===== config.mk =====
export PLATFORM = sky130hd
export DESIGN_NAME = fetch_bpred_unit
export DESIGN_NICKNAME = d
export VERILOG_FILES = /design/src/rtl/bp_pkg.sv /design/src/rtl/bp_sat_ctr.sv /design/src/rtl/fetch_bpred_unit.sv
export SDC_FILE = /design/constraint.sdc
export NUM_CORES = 2
export LEC_CHECK = 0
export BUFFER_PORTS_ARGS = -buffer_cell sky130_fd_sc_hd__buf_4
export CAP_MARGIN = 20
export CORE_UTILIZATION = 63
export CTS_CLUSTER_DIAMETER = 60
export CTS_CLUSTER_SIZE = 28
export DETAILED_ROUTE_END_ITERATION = 10
export PLACE_DENSITY = 0.81
export SLEW_MARGIN = 0
export SYNTH_ARGS = -nofsm -noshare
export SYNTH_HDL_FRONTEND = slang
export SYNTH_SLANG_ARGS = --single-unit

===== constraint.sdc =====
create_clock -name clk -period 10.5 [get_ports clk]
set_clock_uncertainty 0.05 [all_clocks]
set_input_delay 0 -clock clk [delete_from_list [all_inputs] [get_ports clk]]
set_output_delay 0 -clock clk [all_outputs]
set_load 0.02 [all_outputs]

===== src/rtl/bp_pkg.sv =====
// bp_pkg: shared constants and helpers for the fetch branch predictor.
// Counter constants are functions so each user can size them to its own CTR_BITS.
package bp_pkg;

    function automatic int idxWidth(input int entries);
        return $clog2(entries);
    endfunction

    function automatic logic [31:0] ctrWeakTaken(input int bits);
        return 32'(1) << (bits - 1);
    endfunction

    function automatic logic [31:0] ctrMax(input int bits);
        return (32'(1) << bits) - 32'(1);
    endfunction

    function automatic logic [31:0] ctrMin(input int bits);
        return (bits > 0) ? 32'(0) : 32'(0);
    endfunction

endpackage


===== src/rtl/bp_sat_ctr.sv =====
// bp_sat_ctr: next-value logic for an up/down saturating direction counter (no state).
module bp_sat_ctr
    import bp_pkg::*;
#(
    parameter int CTR_BITS = 2
) (
    input  logic [CTR_BITS-1:0] ctr,
    input  logic                up,
    output logic [CTR_BITS-1:0] nxt
);
    localparam logic [CTR_BITS-1:0] CTR_MAX = CTR_BITS'(ctrMax(CTR_BITS));
    localparam logic [CTR_BITS-1:0] CTR_MIN = CTR_BITS'(ctrMin(CTR_BITS));

    always_comb begin
        nxt = up ? ((ctr == CTR_MAX) ? ctr : ctr + 1'b1)
                 : ((ctr == CTR_MIN) ? ctr : ctr - 1'b1);
    end
endmodule


===== src/rtl/fetch_bpred_unit.sv =====
// fetch_bpred_unit: fetch PC generator with a direct-mapped BTB and saturating-counter
// direction predictor; E-stage resolution drives BTB updates and mispredict redirects.
module fetch_bpred_unit
    import bp_pkg::*;
#(
    parameter int              XLEN        = 32,
    parameter int              BTB_ENTRIES = 16,
    parameter int              CTR_BITS    = 2,
    parameter logic [XLEN-1:0] RESET_PC    = '0,
    parameter int              PERF_W      = 32
) (
    input  logic              clk,
    input  logic              reset,
    input  logic              stall_f,
    output logic [XLEN-1:0]   pc_f,
    output logic              pred_taken_f,
    output logic [XLEN-1:0]   pred_target_f,
    input  logic              ex_valid,
    input  logic              ex_is_cf,
    input  logic [XLEN-1:0]   ex_pc,
    input  logic              ex_taken,
    input  logic [XLEN-1:0]   ex_target,
    input  logic              ex_pred_taken,
    input  logic [XLEN-1:0]   ex_pred_target,
    output logic              mispredict_e,
    output logic [PERF_W-1:0] perf_cf_cnt,
    output logic [PERF_W-1:0] perf_mp_cnt
);
    localparam int IDXW = idxWidth(BTB_ENTRIES);
    localparam int TAGW = XLEN - IDXW - 2;
    localparam logic [CTR_BITS-1:0] CTR_WEAK = CTR_BITS'(ctrWeakTaken(CTR_BITS));

    logic [TAGW-1:0]     tagArr [BTB_ENTRIES];
    logic [XLEN-1:0]     tgtArr [BTB_ENTRIES];
    logic [CTR_BITS-1:0] ctrArr [BTB_ENTRIES];
    logic [BTB_ENTRIES-1:0] valid;

    logic [IDXW-1:0]     fIdx, eIdx;
    logic [TAGW-1:0]     fTag, eTag;
    logic                fHit, eHit;
    logic [CTR_BITS-1:0] ctrNext;
    logic [XLEN-1:0]     pcNext;

    assign fIdx = pc_f[IDXW+1:2];
    assign fTag = pc_f[XLEN-1:IDXW+2];
    assign eIdx = ex_pc[IDXW+1:2];
    assign eTag = ex_pc[XLEN-1:IDXW+2];
    assign fHit = valid[fIdx] & (tagArr[fIdx] == fTag);
    assign eHit = valid[eIdx] & (tagArr[eIdx] == eTag);

    assign pred_taken_f  = fHit & ctrArr[fIdx][CTR_BITS-1];
    assign pred_target_f = tgtArr[fIdx];

    assign mispredict_e = ex_valid & (
        (ex_is_cf & ((ex_pred_taken != ex_taken) | (ex_taken & (ex_pred_target != ex_target))))
        | (~ex_is_cf & ex_pred_taken));

    bp_sat_ctr #(.CTR_BITS(CTR_BITS)) uCtr (
        .ctr(ctrArr[eIdx]),
        .up (ex_taken),
        .nxt(ctrNext)
    );

    always_comb begin
        pcNext = mispredict_e ? ((ex_taken & ex_is_cf) ? ex_target : ex_pc + XLEN'(4))
               : stall_f      ? pc_f
               : pred_taken_f ? pred_target_f
               :                pc_f + XLEN'(4);
    end

    always_ff @(posedge clk or negedge reset) begin
        if (!reset) begin
            pc_f        <= RESET_PC;
            valid       <= '0;
            perf_cf_cnt <= '0;
            perf_mp_cnt <= '0;
        end else begin
            pc_f        <= pcNext;
            perf_cf_cnt <= perf_cf_cnt + PERF_W'(ex_valid & ex_is_cf);
            perf_mp_cnt <= perf_mp_cnt + PERF_W'(mispredict_e);
            if (ex_valid & ex_is_cf & ex_taken & ~eHit)
                valid[eIdx] <= 1'b1;
            else if (ex_valid & ~ex_is_cf & eHit)
                valid[eIdx] <= 1'b0;
        end
    end

    // Payload arrays are unreset; writes are blocked while reset is held so pending E inputs are dropped.
    always_ff @(posedge clk) begin
        if (reset & ex_valid & ex_is_cf) begin
            if (!eHit) begin
                if (ex_taken) begin
                    tagArr[eIdx] <= eTag;
                    tgtArr[eIdx] <= ex_target;
                    ctrArr[eIdx] <= CTR_WEAK;
                end
            end else begin
                if (ex_taken)
                    tgtArr[eIdx] <= ex_target;
                ctrArr[eIdx] <= ctrNext;
            end
        end
    end
endmodule

Yosys cells after proc, flatten, opt, wreduce, memory -nomap -nowiden:

Memories as Yosys holds them, arrays and structs flattened.
Index checks and enable logic that the tools add are counted.

* bits in registers: 112
* latch bits: 0
* RAM bits: 960
* bits in read-only memories: 0
* output and inout bits: 130
* logic and storage cells: 77
* memories kept: 3

Memory list
* tgtArr: words 16, width 32, read ports 1, clocked after Yosys merged registers in 0, write ports 1, RTL line fetch_bpred_unit.sv:34 `logic [XLEN-1:0] tgtArr [BTB_ENTRIES];`
* tagArr: words 16, width 26, read ports 2, clocked after Yosys merged registers in 0, write ports 1, RTL line fetch_bpred_unit.sv:33 `logic [TAGW-1:0] tagArr [BTB_ENTRIES];`
* ctrArr: words 16, width 2, read ports 2, clocked after Yosys merged registers in 0, write ports 1, RTL line fetch_bpred_unit.sv:35 `logic [CTR_BITS-1:0] ctrArr [BTB_ENTRIES];`

* $add $sub $neg: 6
* multiply operators: 0
* divide/modulo/power cells: 0
* $lt $le $gt $ge: 3
* equal/unequal tests: 6
* shift-type cells: 0
* mux-type cells: 27
* bitwise logic cells: 25
* reduce and logical (&&, ||, !) cells: 3

Operator list (number)
* 32-bit two-way mux: 5
* 32-bit by 1-bit adder with 32-bit output: 2
* 32-bit by 3-bit adder with 32-bit output (second input constant): 2
* 26-bit equality test: 2
* 16-bit two-way mux: 2
* 32-bit inequality test: 1
* 1-bit bitwise AND: 16
* 16-bit bitwise AND: 1
* 16-bit NOT: 1
* 16-bit bitwise OR: 1
* 1-bit two-way mux: 13
* 4-bit by 5-bit less-than comparator with 1-bit output (second input constant): 2
* 1-bit binary-select mux with 4-bit select: 2
* 2-bit two-way mux: 4
* 1-bit demux with 4-bit select: 1
* 4-bit by 1-bit >= comparator with 1-bit output (second input constant): 1
* 1-bit bitwise OR: 4
* 2-bit by 1-bit adder with 2-bit output (second input constant): 1
* 2-bit equality test (second input constant): 1
* 2-bit logical NOT: 1
* 2-bit by 1-bit inequality test with 1-bit output (second input constant): 1
* 1-bit NOT: 2
* 2-bit nonzero test: 1
* 2-bit by 1-bit subtractor with 2-bit output (second input constant): 1
* other kinds (2): 2

Longest topological paths before layout:

* word-level depth: 8
* gate-level depth with buffers: 18
* gate-level depth less buffers: 16

Cells and area by module:

Synthesis repeated with hierarchy kept, for this count alone.

* cell total of the unflattened synthesis: 2664
* area total of the unflattened synthesis: 48047.3 µm²

Modules (own cells, without submodules)
* fetch_bpred_unit: instances 1, cells an instance 2661, area an instance 48021.1 µm²
* bp_sat_ctr: instances 1, cells an instance 3, area an instance 26.3 µm²

Worst setup path after synthesis:

No wires, ideal clock.

* path type: input -> register
* start: in ex_pc[2]
* end: mem tagArr[14][0] (netlist bit) (enable)
* setup time: 409 ps
* arrival: 3883 ps
* setup slack: 6158 ps
* cell stages on the path: 13
* path buffers: 5
* cells stage by stage: buf_6 -> buf_2 -> buf_4 -> mux4_2 -> mux4_2 -> xnor2_1 -> nor4_1 -> o21ai_0 -> nor4_4 -> or2_2 -> clkbuf_2 -> buf_2 -> nor2_1

* word-level cells in the longest chain between the ends: 6
* elaborated cells between the ends (all ways): 8
* classes of those cells: eq/ne (1); mux (5); bitwise (1); memory (1)

RTL lines
* start, declared: RTL line fetch_bpred_unit.sv:20 `input logic [XLEN-1:0] ex_pc,`
* memory 16 x 26 bit / 1-bit binary-select mux with 4-bit select (equally long branches)
* 26-bit equality test / 1-bit two-way mux (equally long branches): RTL line fetch_bpred_unit.sv:49 `assign eHit = valid[eIdx] & (tagArr[eIdx] == eTag);`
* 1-bit bitwise AND: RTL line fetch_bpred_unit.sv:49
* 1-bit two-way mux: RTL line fetch_bpred_unit.sv:91 `if (!eHit) begin`
* 1-bit two-way mux: RTL line fetch_bpred_unit.sv:90 `if (reset & ex_valid & ex_is_cf) begin`
* 1-bit two-way mux (implied by the code): RTL line fetch_bpred_unit.sv:93 `tagArr[eIdx] <= eTag;`
* end, declared: RTL line fetch_bpred_unit.sv:33

Several ways; a longest one is shown, not always the timed one. The select of a mux whose other input is x is not followed.

Final worst setup path:

* start: reg pc_f[2]
* end: out pred_taken_f

* word-level cells in the longest chain between the ends: 4
* elaborated cells between the ends (all ways): 7
* classes of those cells: eq/ne (1); mux (2); bitwise (2); memory (2)

RTL lines
* start, declared: RTL line fetch_bpred_unit.sv:15 `output logic [XLEN-1:0] pc_f,`
* start signal, assigned: RTL line fetch_bpred_unit.sv:78 `pc_f <= pcNext;`
* memory 16 x 26 bit / 1-bit binary-select mux with 4-bit select (equally long branches)
* 26-bit equality test / 1-bit two-way mux (equally long branches): RTL line fetch_bpred_unit.sv:48 `assign fHit = valid[fIdx] & (tagArr[fIdx] == fTag);`
* 1-bit bitwise AND: RTL line fetch_bpred_unit.sv:48
* 1-bit bitwise AND (*): RTL line fetch_bpred_unit.sv:51 `assign pred_taken_f = fHit & ctrArr[fIdx][CTR_BITS-1];`
* end, declared: RTL line fetch_bpred_unit.sv:16 `output logic pred_taken_f,`

Mark *: on every way between the ends. The rest lies on a longest branch, timed or not. The select of a mux whose other input is x is not followed.

==> metrics.txt <==
status finished, final reports clean; post-synth cell types between 80 and 90; clock sink total 1,072; initial DRC count approximately 4,800; Total Routing Usage GR between 30% and 40%; Yosys reg bits ~1,100; Post-synth EDFFs 960; synthesized net count 2,823; share of layout cells above drive strength 1 28.0%; register area share after synthesis between 60 and 70%; placed instance count between 3,000 and 4,000; Overflow after GRT 0; diodes inserted 0; Starting Density a little under two thirds; Via Count 29,500; crit path DAT 6.05 ns; Final TNS setup 0 ns; static leakage around 18 nW; first-pass GRT wire length slightly above 200,000 um; # fillers between 4,000 and 5,000; peak fanout along the critical path 53; num rows ~100; area of the multi-input gates around 16,000 um^2; drt pass-1 iters 7; Slew @ Worst Pin about 1.2 ns; H-tree depth 3; Worst EP required approximately 10 ns; CTS tree yes; nets@finish between 3,000 and 4,000; leading cell type in the layout, fill and taps excluded edfxtp_1; Power Density around 180 nW/um^2; # DRC 0; commonest cells after routing, fill and taps aside 960 x edfxtp_1, 364 x mux4_2, 281 x buf_4, 125 x nand2_1, 123 x xnor2_1; Final setup violation count 0; ys async rst share about a tenth; FF+latch area between 30,000 and 40,000 um^2; clock transition at the registers of the reported paths around 0.09 ns; Top-Level Pins roughly 230; Hold Fails Final Rpt 0; worst hold path class input pin to register; Clock Latency Late Sink 0.66 ns; Post-DP Area a little over 50,000 um^2; initial antenna violation count 6; Finished Layout Cells 4,060; startpoint types register; I/O Buffers roughly 230; maxcap violations 0; clk buf depth 3; Worst slew margin between 20 and 25%; CP Class register to output pin; crit path time final just over 6 ns; crit end category output pin; syn_area_per_cell roughly 18 um^2; f_max ~160 MHz; Finished Cell Area 54,400 um^2; Synth Warn # 0; Synth-to-Final Area Change 12.5%; Die Y-Extent roughly 280 um; Worst VDD drop about 0.21 mV; period utilization between 50% and 60%; die width 279 um; top_reg_cell synth edfxtp_1; Max Slew Vio Count 0; largest net degree at the start of global routing ~110; CTS Buf Count 68; vias in the first global route 29,800; Routed WL ~140,000 um; GP Congestion between 1 and 1.5; Core Util, Final a little under three quarters; clock root cell clkbuf_16; Post-Synthesis Cells ~2,700; RSZ-0062 raised after global routing false; DP HPWL around 87,000 um; vias per cell ~7.3; Die ar. about 78,000 um^2; core area ~76,000 um^2; worst hold slack 0.186 ns; DR WL/cell approximately 35 um; post-synthesis cell area between 40,000 and 50,000 um^2; DRT antenna net count 0
-- registers in the layout, indices dropped and copies added (netlist names), named ones only --
signal and cells:
tgtArr 512, tagArr 416, ctrArr 32, pc_f 32
perf_cf_cnt 32, perf_mp_cnt 32
-- final timing paths --
check / startpoint / endpoint / slack (ns) / depth (start not counted)
max in group asynchronous: reset / perf_mp_cnt[26]$_DFF_PN0_ / 9.17 / 4
min in group asynchronous: reset / async pin / 0.44 / 4
hold reg to reg: perf_mp_cnt[31]$_DFF_PN0_ / perf_mp_cnt[31]$_DFF_PN0_ / 0.44 / 1
setup reg to reg: pc_f[2]$_DFFE_PN0P_ / pc_f[1]$_DFFE_PN0P_ / 4.46 / 11
setup / recovery: pc_f[2]$_DFFE_PN0P_ / pred_taken_f / 4.40 / 10
hold / removal: ex_target[25] / tgtArr[10][25]$_DFFE_PP_ / 0.19 / 2
-- synthesized netlist by cell type (all sizes together) (21+ instances only) --
cell,n,area [um^2]
nor2,116,435
edfxtp,960,28800
and3,28,175
clkbuf,67,253
nand3,72,365
buf,98,653
o211ai,22,165
a21oi,35,175
nor4,21,183
o21ai,48,244
dfrtp,112,2800
nand4,35,219
mux2i,95,951
o31ai,26,205
xor2,54,473
nor3,40,210
nand2,125,469
mux4,377,8540
inv,30,113
xnor2,123,1080
-- area by class of cell --
| type | instances | area share (%) |
|---|---|---|
| Timing Repair Buffer | 360 | 5.49 |
| Clock inverter | 55 | 1.22 |
| Tap cell | 1030 | 2.37 |
| Multi-Input combinational cell | 1443 | 29.4 |
| Inverter | 31 | 0.214 |
| Sequential cell | 1072 | 58.2 |
| Clock buffer | 69 | 3.17 |
-- critical path: stages, from the launching register on --
cell      delay (ns)
dfrtp_4         0.99
buf_4           0.86
mux4_1          0.65
mux2i_1         0.17
mux2i_1         0.17
xnor2_1         0.34
nand3_1         0.29
nor3_1          0.47
nand3b_1        0.24
nor4_1          0.88
buf_4           0.28
-- power by group --
group	leakage [nW]	internal [mW]	switching (mW)	total, mW
Combinational	6.96	0.890	1.24	2.13
Sequential	10.1	4.71	0.177	4.88
Clock	1.13	1.41	1.56	2.97
Total	18.2	7.01	2.98	9.98
-- what timing repair did --
| action | in CTS | in global routing |
|---|---|---|
| hold buffers | 72 | 0 |
| endpoints found under the hold margin | 1009 | 0 |
| gates resized for setup | 0 | 0 |
| setup buffers | 0 | 0 |
-- kinds of logic after synthesis --
kind of cell	count (synthesis)	synth area share, %
flip-flops	1072	65.4
AO/OA/AOI/OAI	252	3.64
XOR/XNOR	177	3.20
multiplexers	488	20.0
buffers and inverters	196	2.11
adder cells (fa/ha/maj)	10	0.253
AND/OR/NAND/NOR	516	5.43
-- metrics by stage --
step | setup slack (ns) | power (mW)
3_3_place_gp | 4.91 | 6.99
4_1_cts | 4.61 | 9.94
3_5_place_dp | 4.84 | 7.01
2_1_floorplan | 6.16 | 6.23
5_1_grt | 4.22 | 10.2
6_report | 4.40 | 9.98
-- metal layers --
metal	part of all wire, %	track usage, %	vias to the layer above
met2	47	57.7	2456
met4	5.6	18.6	2
met1	34	48.5	15000
met5	0.0071	0	-
li1	-	-	11600
met3	13	9.29	488
No activity file was read; power rests on OpenSTA's default activity.
